### config.mk
export PLATFORM = sky130hd
export DESIGN_NAME = tdm_demultiplexer1x4
export DESIGN_NICKNAME = d
export VERILOG_FILES = /design/src/rtl/tdm_pkg.sv /design/src/rtl/tdm_channel_counter.sv /design/src/rtl/tdm_demultiplexer1x4.sv
export SDC_FILE = /design/constraint.sdc
export NUM_CORES = 1
export LEC_CHECK = 0
export ABC_AREA = 1
export ABC_CLOCK_PERIOD_IN_PS = 1400
export BUFFER_PORTS_ARGS = -buffer_cell sky130_fd_sc_hd__buf_2
export CAP_MARGIN = 20
export CORE_UTILIZATION = 45
export CTS_CLUSTER_SIZE = 30
export DETAILED_ROUTE_END_ITERATION = 7
export GPL_ROUTABILITY_DRIVEN = 0
export HOLD_SLACK_MARGIN = 0.1
export PLACE_DENSITY = 0.66
export SLEW_MARGIN = 20
export SYNTH_ARGS = -nofsm -noshare
export SYNTH_HDL_FRONTEND = slang
export SYNTH_SLANG_ARGS = --single-unit
### constraint.sdc
create_clock -name clk -period 1.4 [get_ports clk]
set_clock_uncertainty 0.1 [all_clocks]
set_input_delay 0.07 -clock clk [delete_from_list [all_inputs] [get_ports clk]]
set_output_delay 0.07 -clock clk [all_outputs]
set_load 0.005 [all_outputs]
### src/rtl/tdm_pkg.sv
// tdm_pkg: shared state encoding and channel constants for the TDM blocks
package tdm_pkg;
  typedef enum logic {ST_IDLE = 1'b0, ST_RUN = 1'b1} state_t;
  localparam int NUM_CH = 4;
  localparam logic [1:0] LAST_CH = 2'd3;
endpackage

### src/rtl/tdm_channel_counter.sv
// tdm_channel_counter: 2-bit channel counter with load-1, clear, increment and terminal count
module tdm_channel_counter import tdm_pkg::*; (
  input  logic       clk,
  input  logic       rst,
  input  logic       i_load1,
  input  logic       i_clr,
  input  logic       i_inc,
  output logic [1:0] o_cnt,
  output logic       o_tc
);
  logic [1:0] r_cnt;
  // clear wins over load-1, which wins over increment
  always_ff @(posedge clk) begin
    if (rst || i_clr) r_cnt <= 2'd0;
    else if (i_load1) r_cnt <= 2'd1;
    else if (i_inc) r_cnt <= r_cnt + 2'd1;
  end
  assign o_cnt = r_cnt;
  assign o_tc = r_cnt == LAST_CH;
endmodule

### src/rtl/tdm_demultiplexer1x4.sv
// tdm_demultiplexer1x4: distributes a TDM word stream onto four registered channels
module tdm_demultiplexer1x4 import tdm_pkg::*; #(
  parameter int WIDTH = 4
) (
  input  logic              clk,
  input  logic              rst,
  input  logic              mode,
  input  logic [WIDTH-1:0]  din,
  input  logic              din_valid,
  input  logic [1:0]        sel_in,
  input  logic              frame_start,
  output logic [WIDTH-1:0]  y0,
  output logic [WIDTH-1:0]  y1,
  output logic [WIDTH-1:0]  y2,
  output logic [WIDTH-1:0]  y3,
  output logic [NUM_CH-1:0] ch_valid,
  output logic              frame_done,
  output logic [1:0]        sel_cnt,
  output logic              sync_err
);
  state_t r_state;
  logic [WIDTH-1:0] r_s0, r_s1, r_s2;
  logic w_take, w_start, w_adv, w_tc, w_last;
  assign w_take = mode & din_valid;
  assign w_start = w_take & frame_start;
  assign w_adv = w_take & ~frame_start & (r_state == ST_RUN);
  assign w_last = w_adv & w_tc;
  tdm_channel_counter u_cnt (
    .clk(clk),
    .rst(rst),
    .i_load1(w_start),
    .i_clr(~mode | w_last),
    .i_inc(w_adv),
    .o_cnt(sel_cnt),
    .o_tc(w_tc)
  );
  // explicit writes go straight to outputs; auto words collect in shadows until the last word publishes the frame
  always_ff @(posedge clk) begin
    if (rst) begin
      r_state <= ST_IDLE;
      r_s0 <= '0;
      r_s1 <= '0;
      r_s2 <= '0;
      y0 <= '0;
      y1 <= '0;
      y2 <= '0;
      y3 <= '0;
      ch_valid <= '0;
      frame_done <= 1'b0;
      sync_err <= 1'b0;
    end else begin
      ch_valid <= '0;
      frame_done <= 1'b0;
      sync_err <= 1'b0;
      if (!mode) begin
        r_state <= ST_IDLE;
        if (din_valid) begin
          if (sel_in == 2'd0) y0 <= din;
          if (sel_in == 2'd1) y1 <= din;
          if (sel_in == 2'd2) y2 <= din;
          if (sel_in == 2'd3) y3 <= din;
          ch_valid <= 4'b0001 << sel_in;
        end
      end else if (w_start) begin
        r_s0 <= din;
        sync_err <= (r_state == ST_RUN) && (sel_cnt != 2'd0);
        r_state <= ST_RUN;
      end else if (w_adv) begin
        if (sel_cnt == 2'd1) r_s1 <= din;
        if (sel_cnt == 2'd2) r_s2 <= din;
        if (w_tc) begin
          y0 <= r_s0;
          y1 <= r_s1;
          y2 <= r_s2;
          y3 <= din;
          ch_valid <= {NUM_CH{1'b1}};
          frame_done <= 1'b1;
          r_state <= ST_IDLE;
        end
      end
    end
  end
endmodule

==> flow_metrics.py <==
metrics = {
    "run_status": {
        "status": "completed",
    },
    "worst_setup_path": {
        "worstSetupPathType": "input port to flop",
        "cp_data_required_time_ns": 1.48,
        "worstPathArrival_ns": 1.43,
        "endpoint_kind": "flop",
        "crit_fanout": 38,
        "r2r_slack_ns": 0.13,
        "crit_path_start_kind": "input port",
    },
    "grt": {
        "antenna_found_initial": 0,
        "grt_pass1_wl_um": 5809,
        "grt_util_all_layers_pct": 19.11,
        "grt_overflow": 0,
        "grt_pass1_vias": 1286,
        "grt_start_max_net_pins": 39,
    },
    "final_layout": {
        "finalNetCount": 294,
        "area_growth_pct": 21.32,
        "final_layout_size_suffix_gt1_share_pct": 18.93,
        "antennaDiodeCount": 0,
        "fill_cells": 370,
    },
    "detailed_routing": {
        "num_vias": 1547,
        "wire_per_inst_um": 10.56,
        "drt-vias-per-instance": 4.745,
        "ant_nets": 0,
        "drc_errors": 0,
        "drt-pass1-iter-count": 4,
        "drt_iter0_markers": 65,
        "drt-total-wl_um": 3442,
    },
    "clock_tree": {
        "cts_made_buffers": 5,
        "cts_tree": "built",
        "h-tree-depth": 2,
        "clk_pin_slew_ns": 0.06,
        "cts_max_path_buffers": 2,
        "clock-sinks": 37,
        "cts_root_buffer": "clkbuf_8",
        "post_cts_buffers": 0,
        "clock_latency_ns": 0.29,
    },
    "sta": {
        "max_freq_mhz": 741.5,
        "setup_slack_ns": 0.05142,
        "tns_ns": 0,
        "fin_crit_ns": 1.349,
        "timing_hold_violations_final": 0,
        "rsz0062_at_grt": "yes",
        "worst_pin_slew_ns": 0.3789,
        "final-max-slew-violation-count": 0,
        "min_period_over_period_pct": 96.33,
        "setup_viol": 0,
        "whs_ns": 0.1095,
        "max-slew-margin-rel_pct": 74.66,
    },
    "yosys": {
        "synth_common_cells": "43 x nand2_1, 38 x nor2_1, 37 x dfxtp_1",
        "ys_top_cells_by_area": "dfxtp_1 44%, nand2_1 9.7%, nor2_1 8.6%",
        "netlist_instances": 238,
        "yosys.area.top_type": "dfxtp_1",
        "syn_avg_cell_area_um2": 7.003,
        "ys_ff_latch": 37,
        "synthArstFlopShare_pct": 0,
        "ys.flop_type": "dfxtp_1",
        "seq_area_frac_synth_pct": 44.44,
        "synth_most_common_cell": "nand2_1",
        "yosysTopAreaCellShare_pct": 44.44,
        "ys_types": 19,
        "synthesis.nets": 253,
        "synth-edff-count": 0,
        "syn-cell-area_um2": 1667,
        "synth_warnings": 0,
    },
    "worst_hold_path": {
        "min_path_type": "input port to flop",
    },
    "floorplanning": {
        "fp.coreArea_um2": 3442,
        "start_util_pct": 48.42,
        "io_pins": 35,
        "dieArea_um2": 3951,
        "row_count": 21,
        "die_h_um": 62.86,
        "die_x_um": 62.86,
    },
    "pwr": {
        "ir_worst_vdd_mv": 0.4973,
        "p_leak_nw": 1.037,
        "p_per_area_nw_per_um2": 974.4,
        "p_int_mw": 1.506,
        "power.total_mw": 1.970,
        "switching_power_mw": 0.4643,
        "p_comb_share_pct": 9.3,
        "power_switching_share_pct": 23.56,
        "p_seq_share_pct": 55.3,
        "clkPwrFrac_pct": 35.4,
    },
    "placement": {
        "dp_slack_ns": 0.05369,
        "dpl.hpwl_um": 2443,
        "port_buffers": 34,
    },
    "job": {
        "max-cap-violations": 0,
    },
}
==> cell type report <==
| type | instances | area [µm²] | share of cell area, % |
|---|---|---|---|
| flip-flops and latches | 37 | 743.2 | 36.76 |
| multi-input cells | 155 | 737.0 | 36.45 |
| repair buffers | 43 | 265.3 | 13.12 |
| inverters | 37 | 138.9 | 6.869 |
| clock buffers | 8 | 80.08 | 3.960 |
| well taps | 46 | 57.56 | 2.847 |
==> stage by stage <==
step / utilization (%) / area, µm² / instances
CTS: 58.27 / 2006 / 326
global route: 58.74 / 2022 / 326
floorplan: - / 1667 / 238
detailed placement: 54.20 / 1866 / 312
global placement: 54.20 / 1866 / 312
finish: 58.74 / 2022 / 326
==> cells by family (layout without fill, tap and decap cells) <==
logic type               Yosys count  after routing  share of synthesized area [%]
adder cells (fa/ha/maj)            4              4                          3.003
buffers and inverters             46             88                          12.16
AND/OR/NAND/NOR                  108            108                          27.40
flip-flops                        37             37                          44.44
AO/OA/AOI/OAI                     43             43                          12.99
==> routing by layer <==
| layer | vias to the layer above | part of all wire [%] | GRT usage [%] |
|---|---|---|---|
| met2 | 44 | 45 | 29.08 |
| met1 | 673 | 48 | 24.38 |
| met3 | 4 | 6.0 | 4.562 |
| met5 | - | 0 | 0 |
| li1 | 826 | - | - |
| met4 | 0 | 1.2 | 11.34 |
==> worst max-delay path, stage by stage <==
cell and delay [ns]:
dlygate4sd3_1 0.53, buf_2 0.14, nor2_4 0.16, nand3_2 0.11, buf_12 0.18, a21oi_1 0.17
nor2_1 0.06
==> worst paths after layout <==
check | start | endpoint | cells after the start
max reg2reg | r_state$_SDFFE_PP0P_ | y2[2]$_SDFFE_PP0P_ | 6
min reg2reg | r_s0[1]$_SDFFE_PP0P_ | r_s0[1]$_SDFFE_PP0P_ | 2
max | frame_start | y2[2]$_SDFFE_PP0P_ | 7
min | mode | u_cnt.o_cnt[1]$_SDFFE_PP0P_ | 5
==> sequential cells by signal (all words and copies together) (netlist names) <==
name	count
ch_valid	4
r_s0	4
r_s1	4
r_s2	4
y0	4
y1	4
y2	4
y3	4
u_cnt.o_cnt	2
frame_done	1
r_state	1
sync_err	1
==> repair_timing <==
| action | 4_1_cts | 5_1_grt |
|---|---|---|
| gates resized for setup | 0 | 5 |
| hold buffers | 6 | 0 |
| setup endpoints to repair | 0 | 12 |
| hold endpoints to repair | 26 | 0 |
==> layout by cell type, fill, tap and decap left out <==
| master | count |
|---|---|
| a21oi_1 | 25 |
| a21oi_2 | 1 |
| buf_12 | 1 |
| buf_2 | 34 |
| buf_4 | 2 |
| clkbuf_1 | 3 |
| clkbuf_8 | 5 |
| clkinv_1 | 2 |
| dfxtp_1 | 35 |
| dfxtp_2 | 2 |
| dlygate4sd3_1 | 6 |
| ha_1 | 4 |
| inv_1 | 34 |
| inv_2 | 1 |
| nand2_1 | 43 |
| nand2_2 | 3 |
| nand3_1 | 18 |
| nand3_2 | 3 |
| nand4_1 | 1 |
| nor2_1 | 38 |
| nor2_4 | 1 |
| nor4_1 | 1 |
| o21ai_0 | 16 |
| o22ai_1 | 1 |
==> power groups by stage <==
stage          Clock, mW  Sequential [mW]  Combinational [mW]
6_report           0.697             1.09               0.184
5_1_grt            0.764             1.09               0.208
4_1_cts            0.719             1.09               0.184
3_5_place_dp           0             1.11               0.170
3_3_place_gp           0             1.11               0.169
2_1_floorplan          0             1.11               0.102
(Power assumes the default switching activity.)
